--- src/rtl/fifo_write_controller.sv ---
// Write-side pointer, fill and full controller for the asynchronous FIFO (write_clock domain).
// Optional: define WRITE_ALMOST_FULL_EN to add the registered almost_full flag.
module fifo_write_controller #(
  parameter int ADDRESS_WIDTH = 4
`ifdef WRITE_ALMOST_FULL_EN
  , parameter int ALMOST_FULL_THRESHOLD = 2**ADDRESS_WIDTH - 1
`endif
) (
  input  logic                     write_clock,
  input  logic                     write_reset_n,
  input  logic                     write_valid,
  output logic                     write_ready,
  output logic                     write_enable,
  output logic [ADDRESS_WIDTH-1:0] write_address,
  output logic [ADDRESS_WIDTH:0]   write_pointer,
  input  logic [ADDRESS_WIDTH:0]   read_pointer,
  output logic [ADDRESS_WIDTH:0]   fill_level,
  output logic                     full,
  output logic                     overflow_error
`ifdef WRITE_ALMOST_FULL_EN
  , output logic                   almost_full
`endif
);

  localparam int PW = ADDRESS_WIDTH + 1;
  localparam logic [PW-1:0] DEPTH = {1'b1, {ADDRESS_WIDTH{1'b0}}};
`ifdef WRITE_ALMOST_FULL_EN
  localparam logic [31:0]   AF_TH_FULL = ALMOST_FULL_THRESHOLD;
  localparam logic [PW-1:0] AF_TH      = AF_TH_FULL[PW-1:0];
`endif

  typedef struct packed {
    logic [PW-1:0] ptr;
    logic [PW-1:0] fill;
    logic          full;
    logic          ovf;
`ifdef WRITE_ALMOST_FULL_EN
    logic          afull;
`endif
  } wr_state_t;

  wr_state_t st_q, st_d;

  logic          accept;
  logic [PW-1:0] ptr_inc;
  logic [PW-1:0] next_fill;

  // Back-pressure comes only from registered flags, so accept never depends on read_pointer.
  assign write_ready   = ~st_q.full & ~st_q.ovf;
  assign accept        = write_valid & write_ready;
  assign write_enable  = accept;
  assign write_address = st_q.ptr[ADDRESS_WIDTH-1:0];

  assign ptr_inc   = st_q.ptr + {{ADDRESS_WIDTH{1'b0}}, accept};
  // Modular difference: the pointer MSB disambiguates full (DEPTH) from empty (0).
  assign next_fill = ptr_inc - read_pointer;

  always_comb begin
    st_d      = st_q;
    st_d.ptr  = ptr_inc;
    st_d.fill = next_fill;
    st_d.full = (next_fill == DEPTH);
    if (next_fill > DEPTH) st_d.ovf = 1'b1;
`ifdef WRITE_ALMOST_FULL_EN
    st_d.afull = (next_fill >= AF_TH);
`endif
  end

  always_ff @(posedge write_clock or negedge write_reset_n) begin
    if (!write_reset_n) st_q <= '0;
    else                st_q <= st_d;
  end

  assign write_pointer  = st_q.ptr;
  assign fill_level     = st_q.fill;
  assign full           = st_q.full;
  assign overflow_error = st_q.ovf;
`ifdef WRITE_ALMOST_FULL_EN
  assign almost_full    = st_q.afull;
`endif

endmodule

--- config.mk ---
export PLATFORM = sky130hd
export DESIGN_NAME = fifo_write_controller
export DESIGN_NICKNAME = d
export VERILOG_FILES = /design/src/rtl/fifo_write_controller.sv
export SDC_FILE = /design/constraint.sdc
export NUM_CORES = 1
export LEC_CHECK = 0
export ABC_CLOCK_PERIOD_IN_PS = 6100
export BUFFER_PORTS_ARGS = -buffer_cell sky130_fd_sc_hd__buf_2
export CAP_MARGIN = 20
export CELL_PAD_IN_SITES_DETAIL_PLACEMENT = 2
export CELL_PAD_IN_SITES_GLOBAL_PLACEMENT = 2
export CORE_MARGIN = 2
export CORE_UTILIZATION = 29
export DETAILED_ROUTE_END_ITERATION = 6
export PLACE_DENSITY = 0.89
export SLEW_MARGIN = 10
export SYNTH_ARGS = -nofsm -noshare
export SYNTH_HDL_FRONTEND = slang
export SYNTH_SLANG_ARGS = --single-unit
--- constraint.sdc ---
create_clock -name write_clock -period 6.1 [get_ports write_clock]
set_input_delay 0.915 -clock write_clock [delete_from_list [all_inputs] [get_ports write_clock]]
set_output_delay 0.915 -clock write_clock [all_outputs]
set_load 0.01 [all_outputs]
-- Yosys cells after proc, flatten, opt, wreduce, memory -nomap -nowiden
Cells that the tools add are included.
- word-level logic and storage cells: 12
- input port bits: 8
- output and inout port bits: 18
- register bits after elaboration: 12
- bitwise operators: 4
- $add $sub $neg: 2
- equality and inequality tests: 1
- $lt $le $gt $ge: 1
- operator list (operator ; count):
    5-bit by 1-bit adder with 5-bit output ; 1
    5-bit == test (second input constant) ; 1
    5-bit greater-than comparator (second input constant) ; 1
    5-bit subtractor ; 1
    1-bit bitwise AND ; 2
    1-bit inverter ; 2

-- Logic depth before layout (Yosys ltp)
- depth after elaboration: 6
- depth in mapped cells: 11
- gate-level depth less buffers: 11

-- Worst setup path before layout
No wires, ideal clock.
- path kind: input to register
- start point: input port write_valid
- end point: register st_q, in the netlist overflow_error
- library setup time: 0.118 ns
- required time: 5.982 ns
- stages: 9
- arrival time: 3.100 ns
- path buffers: 0
- slack: 2.882 ns
- cells stage by stage: and2_1 -> ha_1 -> ha_1 -> xor2_1 -> ha_1 -> and3b_1 -> or3_1 -> a2111o_1 -> a21o_1
- word-level cells in the longest chain between the ends: 4
- ends and longest elaborated chain (element ; RTL line ; source):
    from (decl) ; 11 ; input logic write_valid,
    1-bit bitwise AND ; 50 ; assign accept = write_valid & write_ready;
    5-bit by 1-bit adder with 5-bit output ; 54 ; assign ptr_inc = st_q.ptr + {{ADDRESS_WIDTH{1'b0}}, accept};
    net ptr_inc[2] ; 45 ; logic [PW-1:0] ptr_inc;
    5-bit subtractor ; 56 ; assign next_fill = ptr_inc - read_pointer;
    5-bit greater-than comparator ; 63 ; if (next_fill > DEPTH) st_d.ovf = 1'b1;
    to (signal assigned) ; 71 ; else st_q <= st_d;
    to (decl) ; 42 ; wr_state_t st_q, st_d;
The timed path passes the listed nets, and every way through them passes these cells.
A chain may end at the register's enable or synchronous reset.

-- Worst setup path in the final report
Same ends and word-level chain as after synthesis.

==> metrics.cfg <==
[outcome]
outcome=finished clean

[critical_path]
worst-path-max-fanout=4
path_buf_inv=1
critical_path_class=in -> reg
crit_arrival_ns=3.34
startpoint_type=primary input
crit_path_top_delay_cell=a2111o_1
crit_required_ns=6.26
slowest_delay_ns=0.44
crit_top_cell=ha_1
cp_cell_sequence=buf_2 > and2_1 > ha_1 > ha_1 > xor2_1 > ha_1 > and3b_1 > or3_1 > a2111o_1 > a21o_1
endpoint_kind=flop
cp_top_family=adder cells

[drt]
drtIter0Drc=0
wl_met1_um=599
vias=442
dr_wl_met2_um=816
met3WireLength_um=62
first_pass_iters=1
via_per_inst=4.38
post_drt_wl_per_cell_um=14.8
routed_wl_um=1490
ant_nets=0
drc=0
routed.top_layer=met4

[synthesis]
yosys-top-cells-area=dfrtp_1 (50%), ha_1 (13%), buf_4 (5.0%), inv_1 (3.8%), xnor3_1 (3.8%)
synth-main-ff-cell=dfrtp_1
synth_top_area_share=0.500
syn_area_um2=601
yosysSeqAreaShare=0.500
synth_fp_nets=64
syn_inst=49
async_reset_ff_frac=1.00
ys_ff_latch=12
yosysTopAreaCell=dfrtp_1
synth_edf_count=0
syn_avg_cell_area_um2=12.3
yosysWarnings=0
yosysUniqueCellTypes=21

[clock_network]
cts.sinks=12
holdBufCountCts=0
clockRootBuffer=clkbuf_4
cts_buffers=3
cts_tree=built
ctsResizeCount=0
clk_pin_slew_ns=0.08
cts_htree_levels=1
cts_buffer_depth=2
insertion_delay_ns=0.27
postCtsSetupBuffers=0

[global_route]
grt_max_degree=13
track_usage=0.152
grt-ovfl-total=0
grt_pass1_vias=497
antenna_found_initial=0
grt_pass1_wl_um=2630

[floorplanning]
die_w_um=49.5
die_height_um=49.5
io-pin-count=26
num_rows=16
die_area_mm2=0.00245
core_mm2=0.00196
initial_core_util=0.306

[placement]
gp_congestion=0.752
port_buffers=25
dp_hpwl_um=1290

[sta]
fmax_mhz=314
fin_crit_ns=3.18
timing.final.hold_violations=0
tns_ns=0
slew_viol_final=0
fin_skew_ns=0.00242
rsz0062_at_grt=false
tightest_slew_ns=0.278
setup_viol=0
slew-limit-headroom=0.815
post-route-period-util=0.522

[hold_path]
min-delay-path-class=reg -> reg

[final_layout]
drive_gt1_frac=0.419
final_common_cell=buf_2
fin_nets=90
antennaDiodeCount=0
area_growth_pct=27.5
layout_common_cells=buf_2 (25), dfrtp_1 (12), inv_1 (6), ha_1 (6)
fillerInstances=240

[power]
total_power_uw=210
ir_worst_vdd_mv=0.120
p_per_area_mw_per_mm2=274
total_leakage_power_nw=0.444

[job]
maxCapViolCount=0

==> cells in the mapped netlist (2+ instances only) <==
cell	n
xor2_1	2
ha_1	6
inv_1	6
buf_4	4
dfrtp_1	12
nand3_1	3
xnor2_1	2
==> sequential cells by signal, indices dropped and copies added (netlist names) <==
name / cells
overflow_error: 1
write_pointer: 5
full: 1
fill_level: 5
==> logic make-up after synthesis <==
kind of cell,count (synthesis),share of synthesized area
flip-flops,12,0.500
adder cells (fa/ha/maj),7,0.158
buffers and inverters,10,0.0875
AND/OR/NAND/NOR,10,0.0958
AO/OA/AOI/OAI,5,0.0625
XOR/XNOR,5,0.0958
==> power by group <==
| part | switching, mW | internal (mW) | total [mW] |
|---|---|---|---|
| clock | 0.0260 | 0.0362 | 0.0622 |
| combinational | 0.0292 | 0.0225 | 0.0517 |
| sequential | 0.00544 | 0.0908 | 0.0962 |
==> per-stage QoR <==
stage / util / cell area (um2) / setup WS (ns) / hold WS (ns) / instances
final: 0.390 / 766 / 2.92 / 0.502 / 101
after CTS: 0.390 / 766 / 2.91 / 0.504 / 101
after global placement: 0.372 / 729 / 2.75 / 0.468 / 97
after detailed placement: 0.372 / 729 / 2.62 / 0.489 / 97
after global routing: 0.390 / 766 / 2.81 / 0.499 / 101
after floorplan: - / 601 / 2.88 / 0.511 / 49
==> path summary, 6_finish.rpt <==
check	startpoint	to	slack, ns	depth (start not counted)
setup / recovery	write_valid	overflow_error	2.92	10
hold / removal	overflow_error	overflow_error	0.50	1
setup reg to reg	overflow_error	overflow_error	3.15	10
hold reg to reg	overflow_error	overflow_error	0.50	1
max in group asynchronous	write_reset_n	write_pointer[3]	5.37	1
min in group asynchronous	write_reset_n	write_pointer[4]	0.51	1
==> routing by layer <==
metal,up-vias,GRT usage
li1,208,-
met1,218,0.172
met2,14,0.261
met3,2,0.0485
met4,0,0.0694
met5,-,0
==> layout make-up <==
| cell class | count | area, um2 | share of cell area |
|---|---|---|---|
| clock buffers | 4 | 36.3 | 0.0474 |
| repair buffers | 25 | 125 | 0.163 |
| multi-input cells | 27 | 248 | 0.324 |
| well taps | 27 | 33.8 | 0.0441 |
| flip-flops and latches | 12 | 300 | 0.392 |
| inverters | 6 | 22.5 | 0.0294 |
No activity file was read; power rests on OpenSTA's default activity.
